`config.mk`:
```
export PLATFORM = sky130hd
export DESIGN_NAME = rep_window_monitor
export DESIGN_NICKNAME = d
export VERILOG_FILES = /design/src/rtl/rep_mon_pkg.sv /design/src/rtl/rep_mon_timer.sv /design/src/rtl/rep_window_monitor.sv
export SDC_FILE = /design/constraint.sdc
export NUM_CORES = 1
export LEC_CHECK = 0
export ABC_AREA = 0
export BUFFER_PORTS_ARGS = -buffer_cell sky130_fd_sc_hd__buf_4
export CORE_ASPECT_RATIO = 0.9
export CORE_UTILIZATION = 60
export CTS_BUF_LIST = sky130_fd_sc_hd__clkbuf_4 sky130_fd_sc_hd__clkbuf_8 sky130_fd_sc_hd__clkbuf_16
export CTS_CLUSTER_DIAMETER = 30
export DETAILED_ROUTE_END_ITERATION = 12
export PLACE_DENSITY_LB_ADDON = 0.05
export SYNTH_ARGS = -nofsm -noshare
export SYNTH_HDL_FRONTEND = slang
export SYNTH_SLANG_ARGS = --single-unit
```
`constraint.sdc`:
```
create_clock -name clk -period 3.5 [get_ports clk]
set_clock_uncertainty 0.05 [all_clocks]
set_input_delay 0 -clock clk [delete_from_list [all_inputs] [get_ports clk]]
set_output_delay 0 -clock clk [all_outputs]
set_load 0.02 [all_outputs]
```
`src/rtl/rep_mon_pkg.sv`:
```
// rep_window_monitor shared types.
// FSM states and fail code encodings.
package rep_mon_pkg;

  localparam int FC_W = 2;

  typedef enum logic [1:0] {
    IDLE  = 2'd0,
    COUNT = 2'd1,
    QUAL  = 2'd2
  } state_t;

  typedef enum logic [FC_W-1:0] {
    FC_NONE     = 2'd0,
    FC_WIN_DROP = 2'd1,
    FC_OVER     = 2'd2,
    FC_TMO      = 2'd3
  } fail_code_t;

endpackage

```
`src/rtl/rep_mon_timer.sv`:
```
// rep_window_monitor check timer.
// Counts busy edges after the start edge.
module rep_mon_timer #(
  parameter int TIMEOUT = 32,
  parameter int TMO_W   = $clog2(TIMEOUT+1)
) (
  input  logic clk,
  input  logic rst_n,
  input  logic clr,
  input  logic run,
  output logic expired
);

  localparam logic [TMO_W-1:0] MAX  = TMO_W'(TIMEOUT);
  localparam logic [TMO_W-1:0] LAST = TMO_W'(TIMEOUT-1);

  logic [TMO_W-1:0] cnt;

  always_ff @(posedge clk or negedge rst_n) begin
    if (!rst_n) begin
      cnt <= '0;
    end else if (clr) begin
      cnt <= '0;
    end else if (run && cnt != MAX) begin
      cnt <= cnt + 1'b1;
    end
  end

  // cnt lags the edge ordinal by one: this edge is the TIMEOUT-th
  assign expired = run & (cnt == LAST);

endmodule

```
`src/rtl/rep_window_monitor.sv`:
```
// Windowed evt[=N_REP] ##1 qual run-time monitor.
// Reports pass/fail pulses and a held fail code.
module rep_window_monitor
  import rep_mon_pkg::*;
#(
  parameter int N_REP   = 5,
  parameter int TIMEOUT = 32,
  parameter int CNT_W   = $clog2(N_REP+1),
  parameter int TMO_W   = $clog2(TIMEOUT+1)
) (
  input  logic             clk,
  input  logic             rst_n,
  input  logic             en,
  input  logic             win,
  input  logic             evt,
  input  logic             qual,
  output logic             busy,
  output logic             pass,
  output logic             fail,
  output logic [FC_W-1:0]  fail_code,
  output logic [CNT_W-1:0] evt_cnt
);

  localparam logic [CNT_W-1:0] NMAX = CNT_W'(N_REP);

  state_t           state, state_n;
  fail_code_t       code, code_n;
  logic [CNT_W-1:0] cnt, cnt_n, cnt_inc;
  logic             win_q;
  logic             pass_n, fail_n;
  logic             start, expired;

  assign start   = (state == IDLE) & en & win & ~win_q;
  assign cnt_inc = cnt + CNT_W'(evt);

  rep_mon_timer #(
    .TIMEOUT (TIMEOUT),
    .TMO_W   (TMO_W)
  ) u_timer (
    .clk     (clk),
    .rst_n   (rst_n),
    .clr     (start),
    .run     (busy),
    .expired (expired)
  );

  always_ff @(posedge clk or negedge rst_n) begin
    if (!rst_n) begin
      state <= IDLE;
      code  <= FC_NONE;
      cnt   <= '0;
      win_q <= 1'b0;
      pass  <= 1'b0;
      fail  <= 1'b0;
    end else begin
      state <= state_n;
      code  <= code_n;
      cnt   <= cnt_n;
      win_q <= win;
      pass  <= pass_n;
      fail  <= fail_n;
    end
  end

  always_comb begin
    state_n = state;
    code_n  = code;
    cnt_n   = cnt;
    pass_n  = 1'b0;
    fail_n  = 1'b0;
    unique case (state)
      IDLE: begin
        if (start) begin
          cnt_n   = CNT_W'(evt);
          code_n  = FC_NONE;
          state_n = (evt && N_REP == 1) ? QUAL : COUNT;
        end
      end
      COUNT: begin
        if (!en) begin
          state_n = IDLE;
        end else begin
          cnt_n = cnt_inc;
          // reaching N_REP outranks a window drop on the same edge
          if (cnt_inc == NMAX) begin
            state_n = QUAL;
          end else if (!win) begin
            state_n = IDLE;
            fail_n  = 1'b1;
            code_n  = FC_WIN_DROP;
          end else if (expired) begin
            state_n = IDLE;
            fail_n  = 1'b1;
            code_n  = FC_TMO;
          end
        end
      end
      QUAL: begin
        if (!en) begin
          state_n = IDLE;
        end else if (qual) begin
          state_n = IDLE;
          pass_n  = 1'b1;
        end else if (evt) begin
          state_n = IDLE;
          fail_n  = 1'b1;
          code_n  = FC_OVER;
        end else if (expired) begin
          state_n = IDLE;
          fail_n  = 1'b1;
          code_n  = FC_TMO;
        end
      end
      default: begin
        state_n = IDLE;
      end
    endcase
  end

  assign busy      = (state != IDLE);
  assign fail_code = code;
  assign evt_cnt   = cnt;

endmodule

```
==> qor.yml <==
status: "finished, final reports clean"
gp_congestion: 0.8315
post-route-min-period_ns: 1.984
yosysWarnings: 0
met1_usage_pct: 39.00
path_clk_slew_ns: 0.10
met3_usage_pct: 8.696
cp.required_ns: 3.67
cts_hold_buf: 5
drt-initial-drc-count: 54
postSynthCellCount: 111
r2r_cells: 6
max_freq_ghz: 0.5041
grt.met2_usage_pct: 38.33
die_area_um2: 1939
wl_mm: 2.343
synth.net_count: 125
ant_nets: 0
switching_share_pct: 42.25
worstPathCellList: "inv_1 > ha_1 > nor2_1 > and2_4 > or4_1 > o21ai_1"
p_sw_mw: 0.3357
worstMarginPinSlew_ns: 0.4089
cp.arrival_ns: 2.15
intPower_mw: 0.4589
port_buffers: 13
post_drt_wl_per_cell_um: 15.21
cts_tree: "yes"
yosys.area_share.simple_pct: 19.60
cts_made_buffers: 3
fp-row-count: 14
startpoint_type: "flip-flop"
setup_violations: 0
synth-compound-area-share_pct: 21.84
peakVddDrop_v: 0.0005092
regArea_um2: 400.4
worstHoldPathType: "input port to async pin"
area_delta_synth_final_pct: 17.95
final_hold_viol_count: 0
ys_seq_area_share_pct: 37.78
initial_core_util_pct: 63.68
num_io_pins: 14
root_buffer: "clkbuf_4"
die_w_um: 46.30
post_drt_via_cell_ratio: 6.175
syn_area_um2: 1060
final_nets: 145
pwr-share-seq_pct: 38.5
grt_overflow_total: 0
drv_cap: 0
antenna_found_initial: 0
max_stage_delay_ns: 0.46
drive_above_1_share_pct: 17.69
avgSynthCellArea_um2: 9.547
grt_pass1_wl_mm: 3.774
pwr_density_cell_nw_per_um2: 635.7
multiInputGateArea_um2: 605.6
clk_latency_ns: 0.29
postCtsSetupBuffers: 0
async_reset_ff_share_pct: 100.0
ctsResizeCount: 0
synth_top_family_by_area: "compound AO/OA/AOI/OAI gates"
remaining_drc_errors: 0
synth_edf_count: 0
finalMaxSlewViolations: 0
core_um2: 1664
dp_cells: 145
clkPwrFrac_pct: 15.6
power_frac_comb_pct: 45.9
tns_ns: 0
track_usage_pct: 27.33
cts_max_level: 1
clockBufferDepth: 2
path_max_fanout: 11
grt_max_degree: 17
die_y_um: 41.87
synth_xor_area_share_pct: 2.479
critical_path_class: "flip-flop to flip-flop"
hpwl_mm: 1.647
crit_slowest_cell: "or4_1"
p_leak_nw: 0.6053
layout_worst_path_cycle_share_pct: 56.67
num_vias: 951
synthMuxAreaShare_pct: 3.778
clock_sinks: 16
synth_fa_ha_area_share_pct: 9.445
yosys_most_used_dff: "dfrtp_1"
top_usage_layer: "met1"
stdcell_count: 154
rsz0062_at_grt: "no"
endpoint_kind: "flip-flop"
maxSlewHeadroom_pct: 72.74
firstDrtPassIters: 4
grt_pass1_vias: 845
ys_ff_latch: 16
synth.distinct_cells: 44
nFillCells: 122
n_antenna_cell: 0
logic make-up after synthesis:
family                   after synthesis
AND/OR/NAND/NOR                       36
AO/OA/AOI/OAI                         33
flip-flops                            16
buffers and inverters                 11
adder cells (fa/ha/maj)                8
multiplexers                           4
XOR/XNOR                               3
sequential cells by signal (all words and copies together), names as in the netlist:
register,flops
evt_cnt,3
fail,1
fail_code,2
pass,1
state,2
u_timer.cnt,6
win_q,1
metal layers:
metal | wire length, um | vias to the layer above | part of all wire [%]
li1 | - | 443 | -
met1 | 1060 | 457 | 45
met2 | 1071 | 41 | 46
met3 | 155 | 10 | 6.6
met4 | 55 | 0 | 2.3
met5 | 0 | - | 0
worst max-delay path: cells and delay by family (launching register included):
| family | cells | cell delay, ns |
|---|---|---|
| AO/OA/AOI/OAI | 1 | 0.14 |
| AND/OR/NAND/NOR | 3 | 0.77 |
| buffers and inverters | 1 | 0.12 |
| adder cells (fa/ha/maj) | 1 | 0.42 |
| flip-flops | 1 | 0.43 |
placed cells by master, fill, tap and decap left out, types with 2 or more instances in the layout:
cell,instances
xor2_1,3
inv_1,8
dfrtp_1,16
nand2_1,9
o21ai_0,6
dlygate4sd3_1,5
ha_1,8
buf_4,13
clkbuf_4,3
mux2i_1,4
nand4b_1,2
and3_1,2
nor2_1,9
a211oi_1,2
a21oi_1,10
power groups by stage:
stage          Sequential [mW]  Clock (mW)  Combinational (mW)
6_report                 0.306       0.124               0.365
5_1_grt                  0.315       0.137               0.401
4_1_cts                  0.304       0.127               0.359
3_5_place_dp             0.308           0               0.353
3_3_place_gp             0.300           0               0.343
2_1_floorplan            0.314           0               0.249
Yosys cell counts, types with 2 or more instances:
cell,number,area [um2]
dfrtp_1,16,400.4
a21oi_1,10,50.05
nand2_1,9,33.78
nor2_1,9,33.78
ha_1,8,100.1
inv_1,8,30.03
o21ai_0,6,30.03
mux2i_1,4,40.04
xor2_1,3,26.28
a211oi_1,2,15.01
and3_1,2,12.51
nand4b_1,2,17.52
through the flow:
step / hold WS, ns / total power [mW] / cell area [um2] / utilization, % / setup slack, ns
after floorplan: -0.3456 / 0.5631 / 1060 / - / 1.723
after global placement: -0.1832 / 0.6432 / 1164 / 69.92 / 1.661
after detailed placement: -0.1820 / 0.6607 / 1164 / 69.92 / 1.572
after CTS: 0.03751 / 0.7904 / 1250 / 75.11 / 1.524
after global routing: 0.07108 / 0.8530 / 1250 / 75.11 / 1.382
final: 0.03458 / 0.7946 / 1250 / 75.11 / 1.516
final timing paths:
path / from / to / slack [ns]
setup / recovery: state[0]$_DFFE_PN0N_ / state[0]$_DFFE_PN0N_ / 1.52
hold / removal: rst_n / state[1]$_DFFE_PN0N_ / 0.03
setup reg to reg: state[0]$_DFFE_PN0N_ / state[0]$_DFFE_PN0N_ / 1.52
hold reg to reg: u_timer.cnt[0]$_DFFE_PN0P_ / u_timer.cnt[0]$_DFFE_PN0P_ / 0.49
max in group asynchronous: rst_n / u_timer.cnt[1]$_DFFE_PN0P_ / 3.19
min in group clk: evt / fail_code[1]$_DFFE_PN0P_ / 0.10
layout make-up:
class                           count  area share [%]
Clock buffer                        4           2.903
Sequential cell                    16           32.03
Tap cell                           24           2.402
Timing Repair Buffer               18           11.81
Multi-Input combinational cell     84           48.45
Inverter                            8           2.402
No activity file was read; power rests on OpenSTA's default activity.
